===== config.mk =====
export PLATFORM = sky130hd
export DESIGN_NAME = mc_request_intake_flat
export DESIGN_NICKNAME = d
export VERILOG_FILES = /design/src/rtl/mc_request_intake_pkg.sv /design/src/rtl/mc_request_intake_if.sv /design/src/rtl/mc_req_fifo.sv /design/src/rtl/mc_request_intake.sv /design/src/flat_wrapper.sv
export SDC_FILE = /design/constraint.sdc
export NUM_CORES = 1
export LEC_CHECK = 0
export CAP_MARGIN = 10
export CORE_ASPECT_RATIO = 0.8
export CORE_MARGIN = 5
export CORE_UTILIZATION = 30
export CTS_CLUSTER_DIAMETER = 120
export DETAILED_ROUTE_END_ITERATION = 10
export PLACE_DENSITY = 0.49
export REMOVE_ABC_BUFFERS = 1
export SETUP_SLACK_MARGIN = 0.02
export SLEW_MARGIN = 20
export SYNTH_ARGS = -nofsm -noshare
export SYNTH_HDL_FRONTEND = slang
export SYNTH_SLANG_ARGS = --single-unit

===== constraint.sdc =====
create_clock -name clock -period 14.5 [get_ports clock]
set_input_delay 2.9 -clock clock [delete_from_list [all_inputs] [get_ports clock]]
set_output_delay 2.9 -clock clock [all_outputs]
set_load 0.05 [all_outputs]

===== src/rtl/mc_request_intake_pkg.sv =====
// Shared types and field widths for the memory-controller request intake.
package mc_request_intake_pkg;

   localparam int ADDR_WIDTH  = 36;
   localparam int MEMOP_WIDTH = 12;
   localparam int TIME_WIDTH  = 12;
   localparam int DATA_WIDTH  = TIME_WIDTH + MEMOP_WIDTH + ADDR_WIDTH;
   localparam int CMD_WIDTH   = 2;

   typedef enum logic [1:0] {
      IDLE  = 2'd0,
      REQ   = 2'd1,
      DRAIN = 2'd2,
      DONE  = 2'd3
   } intake_state_t;

   typedef enum logic [CMD_WIDTH-1:0] {
      MEM_READ   = 2'd0,
      MEM_WRITE  = 2'd1,
      MEM_IFETCH = 2'd2
   } memop_e;

   typedef struct packed {
      logic [TIME_WIDTH-1:0] req_time;
      memop_e                cmd;
      logic [ADDR_WIDTH-1:0] addr;
   } trace_req_t;

   // The whole command field takes part, so stray high bits make a word illegal.
   function automatic logic cmd_is_legal(input logic [MEMOP_WIDTH-1:0] raw);
      return raw <= MEMOP_WIDTH'(2);
   endfunction

endpackage


===== src/rtl/mc_request_intake_if.sv =====
// Parser word handshake and scheduler dequeue port of the request intake.
interface mc_request_intake_if;
   import mc_request_intake_pkg::*;

   logic                  data_rdy;
   logic [DATA_WIDTH-1:0] data_read;
   logic                  data_req;
   logic                  deq_valid;
   logic                  deq_ready;
   logic [CMD_WIDTH-1:0]  deq_cmd;
   logic [ADDR_WIDTH-1:0] deq_addr;
   logic [TIME_WIDTH-1:0] deq_time;

   modport master (
      output data_rdy, data_read, deq_ready,
      input  data_req, deq_valid, deq_cmd, deq_addr, deq_time
   );

   modport slave (
      input  data_rdy, data_read, deq_ready,
      output data_req, deq_valid, deq_cmd, deq_addr, deq_time
   );

endinterface


===== src/rtl/mc_req_fifo.sv =====
// In-order circular request buffer with occupancy count; DEPTH must be a power of two.
module mc_req_fifo #(
   parameter int DEPTH = 16,
   parameter int WIDTH = 8
) (
   input  logic                     clock,
   input  logic                     reset_n,
   input  logic                     push,
   input  logic [WIDTH-1:0]         din,
   input  logic                     pop,
   output logic [WIDTH-1:0]         dout,
   output logic [$clog2(DEPTH):0]   count,
   output logic                     full,
   output logic                     empty
);
   localparam int AW = $clog2(DEPTH);

   logic [WIDTH-1:0] mem [DEPTH];
   logic [AW-1:0]    wr_ptr;
   logic [AW-1:0]    rd_ptr;
   logic             do_push;
   logic             do_pop;

   assign empty   = (count == '0);
   assign full    = (count == (AW+1)'(DEPTH));
   assign do_pop  = pop && !empty;
   // A full buffer still takes a word when the head leaves on the same edge.
   assign do_push = push && (!full || do_pop);
   assign dout    = mem[rd_ptr];

   always_ff @(posedge clock) begin
      if (do_push) begin
         mem[wr_ptr] <= din;
      end
   end

   always_ff @(posedge clock or negedge reset_n) begin
      if (!reset_n) begin
         wr_ptr <= '0;
         rd_ptr <= '0;
         count  <= '0;
      end else begin
         if (do_push) begin
            wr_ptr <= wr_ptr + AW'(1);
         end
         if (do_pop) begin
            rd_ptr <= rd_ptr + AW'(1);
         end
         case ({do_push, do_pop})
            2'b10:   count <= count + (AW+1)'(1);
            2'b01:   count <= count - (AW+1)'(1);
            default: count <= count;
         endcase
      end
   end

endmodule


===== src/rtl/mc_request_intake.sv =====
// Receives trace words from the parser, queues them in order and releases each
// to the DRAM scheduler once the cycle count reaches its timestamp.
//
//   state | meaning
//   IDLE  | one cycle after reset, not yet requesting
//   REQ   | requesting words while the queue has room; watches for end of trace
//   DRAIN | trace ended, emptying the queue
//   DONE  | queue drained, shutdown held until reset
module mc_request_intake
   import mc_request_intake_pkg::*;
#(
   parameter int QUEUE_DEPTH = 16,
   parameter int EOT_TIMEOUT = 8
) (
   input  logic                         clock,
   input  logic                         reset_n,
   mc_request_intake_if.slave           bus,
   output logic                         shutdown,
   output logic [63:0]                  cycle,
   output logic [$clog2(QUEUE_DEPTH):0] q_count,
   output logic [15:0]                  bad_cmd_cnt
);
   localparam int TW = $clog2(EOT_TIMEOUT + 1);
   localparam logic [TW-1:0] TMO_LOAD = TW'(EOT_TIMEOUT);
   localparam logic [TW-1:0] TMO_LAST = TW'(1);

   intake_state_t          state;
   intake_state_t          state_nxt;
   logic [TW-1:0]          tmo_cnt;
   logic [TW-1:0]          tmo_nxt;
   logic                   rdy_q;
   logic                   word_rise;
   logic                   accept;
   logic                   cmd_legal;
   logic                   push;
   logic                   pop;
   logic                   fifo_full;
   logic                   fifo_empty;
   logic [TIME_WIDTH-1:0]  raw_time;
   logic [MEMOP_WIDTH-1:0] raw_cmd;
   logic [ADDR_WIDTH-1:0]  raw_addr;
   trace_req_t             in_req;
   trace_req_t             head;

   assign raw_time  = bus.data_read[DATA_WIDTH-1 -: TIME_WIDTH];
   assign raw_cmd   = bus.data_read[ADDR_WIDTH +: MEMOP_WIDTH];
   assign raw_addr  = bus.data_read[ADDR_WIDTH-1:0];
   assign cmd_legal = cmd_is_legal(raw_cmd);
   assign in_req    = '{req_time: raw_time,
                        cmd:      memop_e'(raw_cmd[CMD_WIDTH-1:0]),
                        addr:     raw_addr};

   // A held data_rdy is a single word; only its rising edge counts.
   assign word_rise = bus.data_rdy && !rdy_q;
   assign accept    = word_rise && (state == REQ);
   assign push      = accept && cmd_legal;

   assign bus.data_req  = (state == REQ) && !fifo_full;
   assign bus.deq_valid = !fifo_empty && (cycle >= 64'(head.req_time));
   assign pop           = bus.deq_valid && bus.deq_ready;
   assign bus.deq_cmd   = fifo_empty ? 2'b00 : head.cmd;
   assign bus.deq_addr  = fifo_empty ? '0 : head.addr;
   assign bus.deq_time  = fifo_empty ? '0 : head.req_time;
   assign shutdown      = (state == DONE);

   mc_req_fifo #(
      .DEPTH (QUEUE_DEPTH),
      .WIDTH ($bits(trace_req_t))
   ) u_fifo (
      .clock   (clock),
      .reset_n (reset_n),
      .push    (push),
      .din     (in_req),
      .pop     (pop),
      .dout    (head),
      .count   (q_count),
      .full    (fifo_full),
      .empty   (fifo_empty)
   );

   always_ff @(posedge clock or negedge reset_n) begin
      if (!reset_n) begin
         state   <= IDLE;
         tmo_cnt <= TMO_LOAD;
      end else begin
         state   <= state_nxt;
         tmo_cnt <= tmo_nxt;
      end
   end

   always_comb begin
      state_nxt = state;
      tmo_nxt   = tmo_cnt;
      case (state)
         IDLE: begin
            state_nxt = REQ;
            tmo_nxt   = TMO_LOAD;
         end
         REQ: begin
            // Silence only counts while a word is actually being asked for.
            if (word_rise) begin
               tmo_nxt = TMO_LOAD;
            end else if (bus.data_req) begin
               if (tmo_cnt == TMO_LAST) begin
                  state_nxt = DRAIN;
               end else begin
                  tmo_nxt = tmo_cnt - TMO_LAST;
               end
            end
         end
         DRAIN: begin
            if (fifo_empty) begin
               state_nxt = DONE;
            end
         end
         DONE:    state_nxt = DONE;
         default: state_nxt = IDLE;
      endcase
   end

   always_ff @(posedge clock or negedge reset_n) begin
      if (!reset_n) begin
         rdy_q       <= 1'b0;
         cycle       <= '0;
         bad_cmd_cnt <= '0;
      end else begin
         rdy_q <= bus.data_rdy;
         cycle <= cycle + 64'd1;
         if (accept && !cmd_legal && (bad_cmd_cnt != 16'hFFFF)) begin
            bad_cmd_cnt <= bad_cmd_cnt + 16'd1;
         end
      end
   end

endmodule

===== src/flat_wrapper.sv =====
// flat-port wrapper written by rule: the top's interface ports become plain ports
module mc_request_intake_flat import mc_request_intake_pkg::*;
#(
   parameter int QUEUE_DEPTH = 16,
   parameter int EOT_TIMEOUT = 8
)
  (clock, reset_n, shutdown, cycle, q_count, bad_cmd_cnt, bus_data_rdy, bus_data_read, bus_deq_ready, bus_data_req, bus_deq_valid, bus_deq_cmd, bus_deq_addr, bus_deq_time);
  mc_request_intake_if bus_i ();
  input  logic clock;
  input  logic reset_n;
  output logic shutdown;
  output logic [63:0] cycle;
  output logic [$clog2(QUEUE_DEPTH):0] q_count;
  output logic [15:0] bad_cmd_cnt;
  input wire logic [$bits(bus_i.data_rdy)-1:0] bus_data_rdy;
  input wire logic [$bits(bus_i.data_read)-1:0] bus_data_read;
  input wire logic [$bits(bus_i.deq_ready)-1:0] bus_deq_ready;
  output wire logic [$bits(bus_i.data_req)-1:0] bus_data_req;
  output wire logic [$bits(bus_i.deq_valid)-1:0] bus_deq_valid;
  output wire logic [$bits(bus_i.deq_cmd)-1:0] bus_deq_cmd;
  output wire logic [$bits(bus_i.deq_addr)-1:0] bus_deq_addr;
  output wire logic [$bits(bus_i.deq_time)-1:0] bus_deq_time;
  assign bus_i.data_rdy = bus_data_rdy;
  assign bus_i.data_read = bus_data_read;
  assign bus_i.deq_ready = bus_deq_ready;
  assign bus_data_req = bus_i.data_req;
  assign bus_deq_valid = bus_i.deq_valid;
  assign bus_deq_cmd = bus_i.deq_cmd;
  assign bus_deq_addr = bus_i.deq_addr;
  assign bus_deq_time = bus_i.deq_time;
  mc_request_intake #(.QUEUE_DEPTH(QUEUE_DEPTH), .EOT_TIMEOUT(EOT_TIMEOUT)) u_core (.clock(clock), .reset_n(reset_n), .bus(bus_i), .shutdown(shutdown), .cycle(cycle), .q_count(q_count), .bad_cmd_cnt(bad_cmd_cnt));
endmodule

==> summary.txt, run 1 <==
Status
  – Run status: complete, no violations

Logic synthesis
  – Ranking of synthesized cells by area: edfxtp_1 (68%), mux4_2 (16%), dfrtp_1 (7.0%), xnor2_1 (1.5%), ha_1 (0.85%)
  – Warnings, synthesis: 0
  – Cell Area, Synth: 0.0354 mm2
  – Asr flop ratio synth: 0.111
  – Synth Instances: 1,680
  – Yosys cell types: 55
  – Flops & latches, synth: 900
  – Dominant synthesized flop cell: edfxtp_1
  – Number of synthesized flops with an enable pin: 800
  – Sequential area share after synthesis: 0.749
  – Largest area contributor in the netlist: edfxtp_1
  – Post-synth top area share: 0.678
  – Syn_area_per_cell: 21.1 um2

Global routing
  – Initial antenna violation count: 13
  – Pin count of the biggest net entering global routing: 70
  – GRT Util Overall: 0.143
  – Vias in the first global route: 18.4k
  – First-pass GRT wire length: 132 mm
  – GRT overflow: 0

Timing
  – Final hold vios: 0
  – Final period util: 0.637
  – Max Clk Rate: 108 MHz
  – Min Tclk post-route: 9.24 ns
  – RSZ-0062 raised after global routing: false
  – Worst-margin pin slew: 1.06 ns
  – Setup-failing EPs final: 0
  – Headroom to the max-slew limit: 0.293
  – Hold WS: 0.504 ns
  – Sum Neg Setup Slack: 0 ns
  – Fin Clk Skew: 0.0632 ns
  – Max-slew violation count: 0

Final layout
  – Most common cell after layout, fill and taps aside: edfxtp_1
  – Most frequent cells in the layout: edfxtp_1 (800), mux4_2 (250), clkdlybuf4s50_1 (200)
  – FF/Latch Area: 0.0265 mm2
  – Multi-input logic area: 0.00862 mm2
  – Syn-to-layout area delta: 19.7%
  – Fin nets: 2,023
  – Layout cell share with drive strength beyond 1: 0.221
  – Fin cells: 3,546
  – Layout fillers: 10.7k

CTS
  – Num CTS Buffers: 93
  – Post-CTS Repair Setup Buffers: 0
  – Clock-pin slew on the worst setup and hold paths: 0.06 ns
  – Sink Count: 900
  – Root Buffer: clkbuf_16
  – Hold_buf cts: 0
  – Post_cts resized: 0
  – Later-pin clock latency in the skew report: 0.70 ns
  – H-tree Lvls: 3
  – CTS Buffer Depth: 3
  – CTS tree: yes

Power and ir drop
  – Peak supply drop: 0.0000945 V
  – Power share of the clock group: 0.445
  – Leakage Power: 13.4 nW
  – Internal Power: 0.00416 W
  – Sw Pwr: 0.00107 W
  – Reg power frac: 0.541
  – Combinational fraction of design power: 0.014
  – Cell Pwr Density: 123 mW/mm2
  – Net Sw Frac: 0.204

Floorplan
  – Starting Density: 0.303
  – # rows: 112
  – Die ar.: 0.125 mm2
  – Die height: 317 um
  – IO Count: 202
  – Total core area: 0.117 mm2
  – Die X: 394 um

Placement
  – I/O Buffers: 201
  – Post-Place Cells: 3,378
  – RePlAce Congestion: 0.738
  – Detail Placement HPWL: 50.6 mm

Route
  – Routed wire length per instance: 25.6 um
  – Routed WL: 90.8 mm
  – Drt initial violations: 1,360
  – ANT nets after route: 0
  – Number of remaining DRC errors: 0
  – Vias per cell: 4.89
  – Via count: 17.3k
  – Pre-antenna DRT Iters: 5

Worst setup path
  – Crit-path max FO: 44
  – Data arrival time at the worst-slack endpoint: 6.34 ns
  – CP endpoint kind: output pin
  – Critical Path RT: 11.60 ns
  – Worst Setup Start Kind: flop
  – Crit path kind: flop to output pin

Run
  – Max-cap violations: 0

Hold path
  – Worst Hold Class: flop to flop
through the flow:
stage | utilization | total power (W) | area [um2] | setup slack [ns]
finish | 0.362 | 0.00522 | 42400 | 5.26
global route | 0.362 | 0.00540 | 42400 | 4.85
CTS | 0.362 | 0.00529 | 42400 | 5.06
detailed placement | 0.337 | 0.00296 | 39500 | 5.84
global placement | 0.337 | 0.00295 | 39400 | 5.92
floorplan | - | 0.00290 | 35100 | -1.24
power groups by stage:
stage / logic (W) / clock network, W / registers, W
after CTS: 0.0000778 / 0.00238 / 0.00282
after global routing: 0.0000831 / 0.00249 / 0.00282
after global placement: 0.0000739 / 0 / 0.00288
final: 0.0000756 / 0.00232 / 0.00282
after floorplan: 0.0000199 / 0 / 0.00288
after detailed placement: 0.0000777 / 0 / 0.00288
cells in the mapped netlist, drive strengths merged, types with 2 or more instances:
library cell	instances
nor3	12
mux4	250
inv	27
nand4	17
or2	3
a211oi	3
nand2	45
o2bb2ai	2
mux2i	3
nor4	17
xor2	25
and3	19
nand2b	4
and4	11
clkbuf	42
o21ai	6
and2	44
o21a	2
mux2	3
edfxtp	800
nor2	51
dfrtp	99
xnor2	61
nand3	44
ha	24
buf	32
or4	2
nor2b	4
a21o	4
a21oi	8
worst paths after layout:
kind | start | end | slack [ns] | cells past startpoint
max reg2reg | u_core.u_fifo.rd_ptr[0] | u_core.u_fifo.mem[14][28] | 7.73 | 11
max in group asynchronous | reset_n | u_core.u_fifo.rd_ptr[1] | 10.96 | 2
min | u_core.bad_cmd_cnt[15] | u_core.bad_cmd_cnt[15] | 0.50 | 1
min in group asynchronous | reset_n | u_core.cycle[41] | 2.18 | 1
max | u_core.u_fifo.rd_ptr[0] | bus_deq_valid | 5.26 | 10
min reg2reg | u_core.bad_cmd_cnt[15] | u_core.bad_cmd_cnt[15] | 0.50 | 1
flip-flops by register name (all words and copies together) (netlist names):
name,cells
u_core.u_fifo.mem,800
u_core.rdy_q,1
u_core.tmo_cnt,4
u_core.state,2
u_core.u_fifo.wr_ptr,4
u_core.u_fifo.rd_ptr,4
u_core.bad_cmd_cnt,16
u_core.u_fifo.count,5
u_core.cycle,64
per-layer routing:
| layer | track usage | up-vias | wire (um) |
|---|---|---|---|
| met2 | 0.242 | 429 | 45400 |
| met1 | 0.190 | 9350 | 39300 |
| met4 | 0.0305 | 14 | 1670 |
| met3 | 0.0332 | 127 | 4430 |
| met5 | 0 | - | 95 |
| li1 | - | 7411 | - |
cell families (layout without fill, tap and decap cells):
logic type	Yosys count	after routing	synth area share
AOI/OAI and AO/OA	36	36	0.00696
xor gates and xnor gates	86	86	0.0213
adders and majority gates	25	25	0.00904
buffers and inverters	101	427	0.0115
DFF	900	900	0.749
muxes	256	256	0.161
other	0	1	0
and+or+nand+nor	276	276	0.0419
worst max-delay path, stage by stage (launching register included):
cell	delay, ns
dfrtp_4	1.01
buf_4	0.87
mux4_2	0.61
mux4_2	0.54
ha_1	0.29
nand2b_1	0.14
a2111oi_0	0.44
o21ai_0	0.25
a2111o_1	0.51
and2_4	0.18
clkdlybuf4s50_1	0.70
area by class of cell:
cell class                      count  share of cell area
Antenna cell                        1           0.0000590
Clock inverter                     47              0.0114
Multi-Input combinational cell    679               0.203
Inverter                           27             0.00239
Sequential cell                   900               0.626
Tap cell                         1539              0.0454
Timing Repair Buffer              233              0.0541
Clock buffer                      120              0.0577
No activity file was read; power rests on OpenSTA's default activity.
==> inputs of run 2 (changes only) <==
Clock period 14.5 ns to 8.5 ns, I/O delays scaled along.
==> run 2 against run 1 <==
Clock power up 73%. Highest routed layer unchanged. First-iteration DRC count down 0.96%. Critical endpoint unchanged. Via count up 0.20%. Global-route usage down 0.16 points. Cell count up 0.48%. Sequential share of layout area down 0.22 points. Non-clock buffer count up 7.
==> summary.txt, run 2 (synthesized netlist as in run 1, its figures left out) <==
Status
  – Run status: complete, no violations

Final layout
  – Layout cell share with drive strength beyond 1: 0.226
  – Syn-to-layout area delta: 20.1%
  – Top Registers: u_core.u_fifo.mem (800), u_core.cycle (64), u_core.bad_cmd_cnt (16)
  – Largest Register: u_core.u_fifo.mem
  – Finished layout cell area: 0.0426 mm2
  – Number of flip-flops in the largest register: 800
  – Most frequent cells in the layout: edfxtp_1 (800), mux4_2 (250), clkdlybuf4s50_1 (200)
  – Layout fillers: 10.7k
  – Most common cell after layout, fill and taps aside: edfxtp_1
  – Fin cells: 3,563
  – Fin nets: 2,031

Route
  – Via count: 17.4k
  – Pre-antenna DRT Iters: 4
  – Number of remaining DRC errors: 0
  – Routed WL: 89.2 mm
  – Vias per cell: 4.87
  – Routed wire length per instance: 25.0 um
  – ANT nets after route: 0
  – Drt initial violations: 1,347

Worst setup path
  – CP Cell Sequence: buf_4, mux4_2, mux4_2, inv_1, ha_1, o21a_1, o21ai_0, o21ai_0, a2111o_1, and2_4, clkdlybuf4s50_1
  – Worst Setup Start Kind: flop
  – CP max stage cell: dfrtp_4
  – CP endpoint kind: output pin
  – Crit path kind: flop to output pin
  – Reg2reg setup slack: 2.68 ns
  – Data arrival time at the worst-slack endpoint: 5.43 ns
  – Crit-path max FO: 44
  – Slowest stage delay, CP: 1.05 ns
  – Critical Path RT: 6.80 ns

Power and ir drop
  – Leakage Power: 13.5 nW
  – Peak supply drop: 0.000174 V
  – Cell Pwr Density: 211 mW/mm2
  – Final Power: 0.00897 W

Floorplan
  – Die height: 317 um
  – # rows: 112
  – Starting Density: 0.303
  – Die ar.: 0.125 mm2
  – Total core area: 0.117 mm2
  – Die X: 394 um
  – IO Count: 202

Run
  – Max-cap violations: 0

CTS
  – CTS tree: yes
  – Hold_buf cts: 0
  – Post_cts resized: 0
  – Root Buffer: clkbuf_16
  – Sink Count: 900
  – Num CTS Buffers: 94
  – Post-CTS Repair Setup Buffers: 0
  – CTS Buffer Depth: 3
  – Clock-pin slew on the worst setup and hold paths: 0.06 ns
  – Later-pin clock latency in the skew report: 0.70 ns
  – H-tree Lvls: 3

Timing
  – Max-slew violation count: 0
  – Worst-margin pin slew: 1.12 ns
  – Final hold vios: 0
  – Setup-failing EPs final: 0
  – Sum Neg Setup Slack: 0 ns
  – Headroom to the max-slew limit: 0.256
  – Max Clk Rate: 140 MHz
  – Fin Clk Skew: 0.0428 ns
  – Min Tclk post-route: 7.13 ns
  – RSZ-0062 raised after global routing: false
  – Final period util: 0.838
  – Hold WS: 0.504 ns

Placement
  – Detail Placement HPWL: 50.8 mm
  – I/O Buffers: 201
  – RePlAce Congestion: 0.748
  – Post-Place Cells: 3,384
  – Area of placed instances: 0.0395 mm2

Hold path
  – Worst Hold Class: flop to flop

Global routing
  – GRT overflow: 0
  – Initial antenna violation count: 13
  – GRT Util Overall: 0.142
  – First-pass GRT wire length: 131 mm
  – Vias in the first global route: 18.3k
  – Pin count of the biggest net entering global routing: 64
-- run 2: critical path, delay by kind of cell, from the launching register on --
family | cells | cell delay, ns
AOI/OAI and AO/OA | 4 | 0.91
adders and majority gates | 1 | 0.23
buffers and inverters | 3 | 1.27
DFF | 1 | 1.05
muxes | 2 | 1.07
and+or+nand+nor | 1 | 0.19
-- run 2: worst paths after layout --
| path | from | to | cells after the start |
|---|---|---|---|
| hold reg to reg | u_core.bad_cmd_cnt[10] | u_core.bad_cmd_cnt[10] | 1 |
| setup reg to reg | u_core.u_fifo.rd_ptr[0] | u_core.u_fifo.mem[2][43] | 12 |
| setup / recovery | u_core.u_fifo.rd_ptr[0] | bus_deq_valid | 11 |
| min in group asynchronous | reset_n | u_core.cycle[43] | 1 |
| hold / removal | u_core.bad_cmd_cnt[10] | u_core.bad_cmd_cnt[10] | 1 |
| max in group asynchronous | reset_n | u_core.u_fifo.rd_ptr[0] | 2 |
-- run 2: cell type report --
cell class / instances / area [um2] / area share
clock buffer: 116 / 2450 / 0.0577
clock inverter: 59 / 582 / 0.0137
antenna: 3 / 7.51 / 0.000176
sequential: 900 / 26500 / 0.624
timing repair buffer: 240 / 2330 / 0.0549
multi-input combinational: 679 / 8610 / 0.202
tap: 1539 / 1930 / 0.0452
inverter: 27 / 101 / 0.00238
-- run 2: per-layer routing --
layer / GRT usage / share of wire / vias to the layer above
met2: 0.230 / 0.48 / 387
li1: - / - / 7424
met1: 0.192 / 0.44 / 9407
met3: 0.0370 / 0.054 / 134
met4: 0.0328 / 0.022 / 14
met5: 0 / 0.0011 / -
-- run 2: power by group --
part           leakage [nW]  switching [W]  internal [W]
Combinational          3.53      0.0000841     0.0000458
Clock                  1.48        0.00174       0.00228
Sequential             8.53     0.00000196       0.00482
-- run 2: stage by stage --
| stage | utilization | setup slack, ns |
|---|---|---|
| after floorplan | - | -7.24 |
| after global placement | 0.337 | 1.91 |
| after detailed placement | 0.337 | 1.97 |
| after CTS | 0.363 | 1.22 |
| after global routing | 0.364 | 1.01 |
| final | 0.364 | 1.37 |
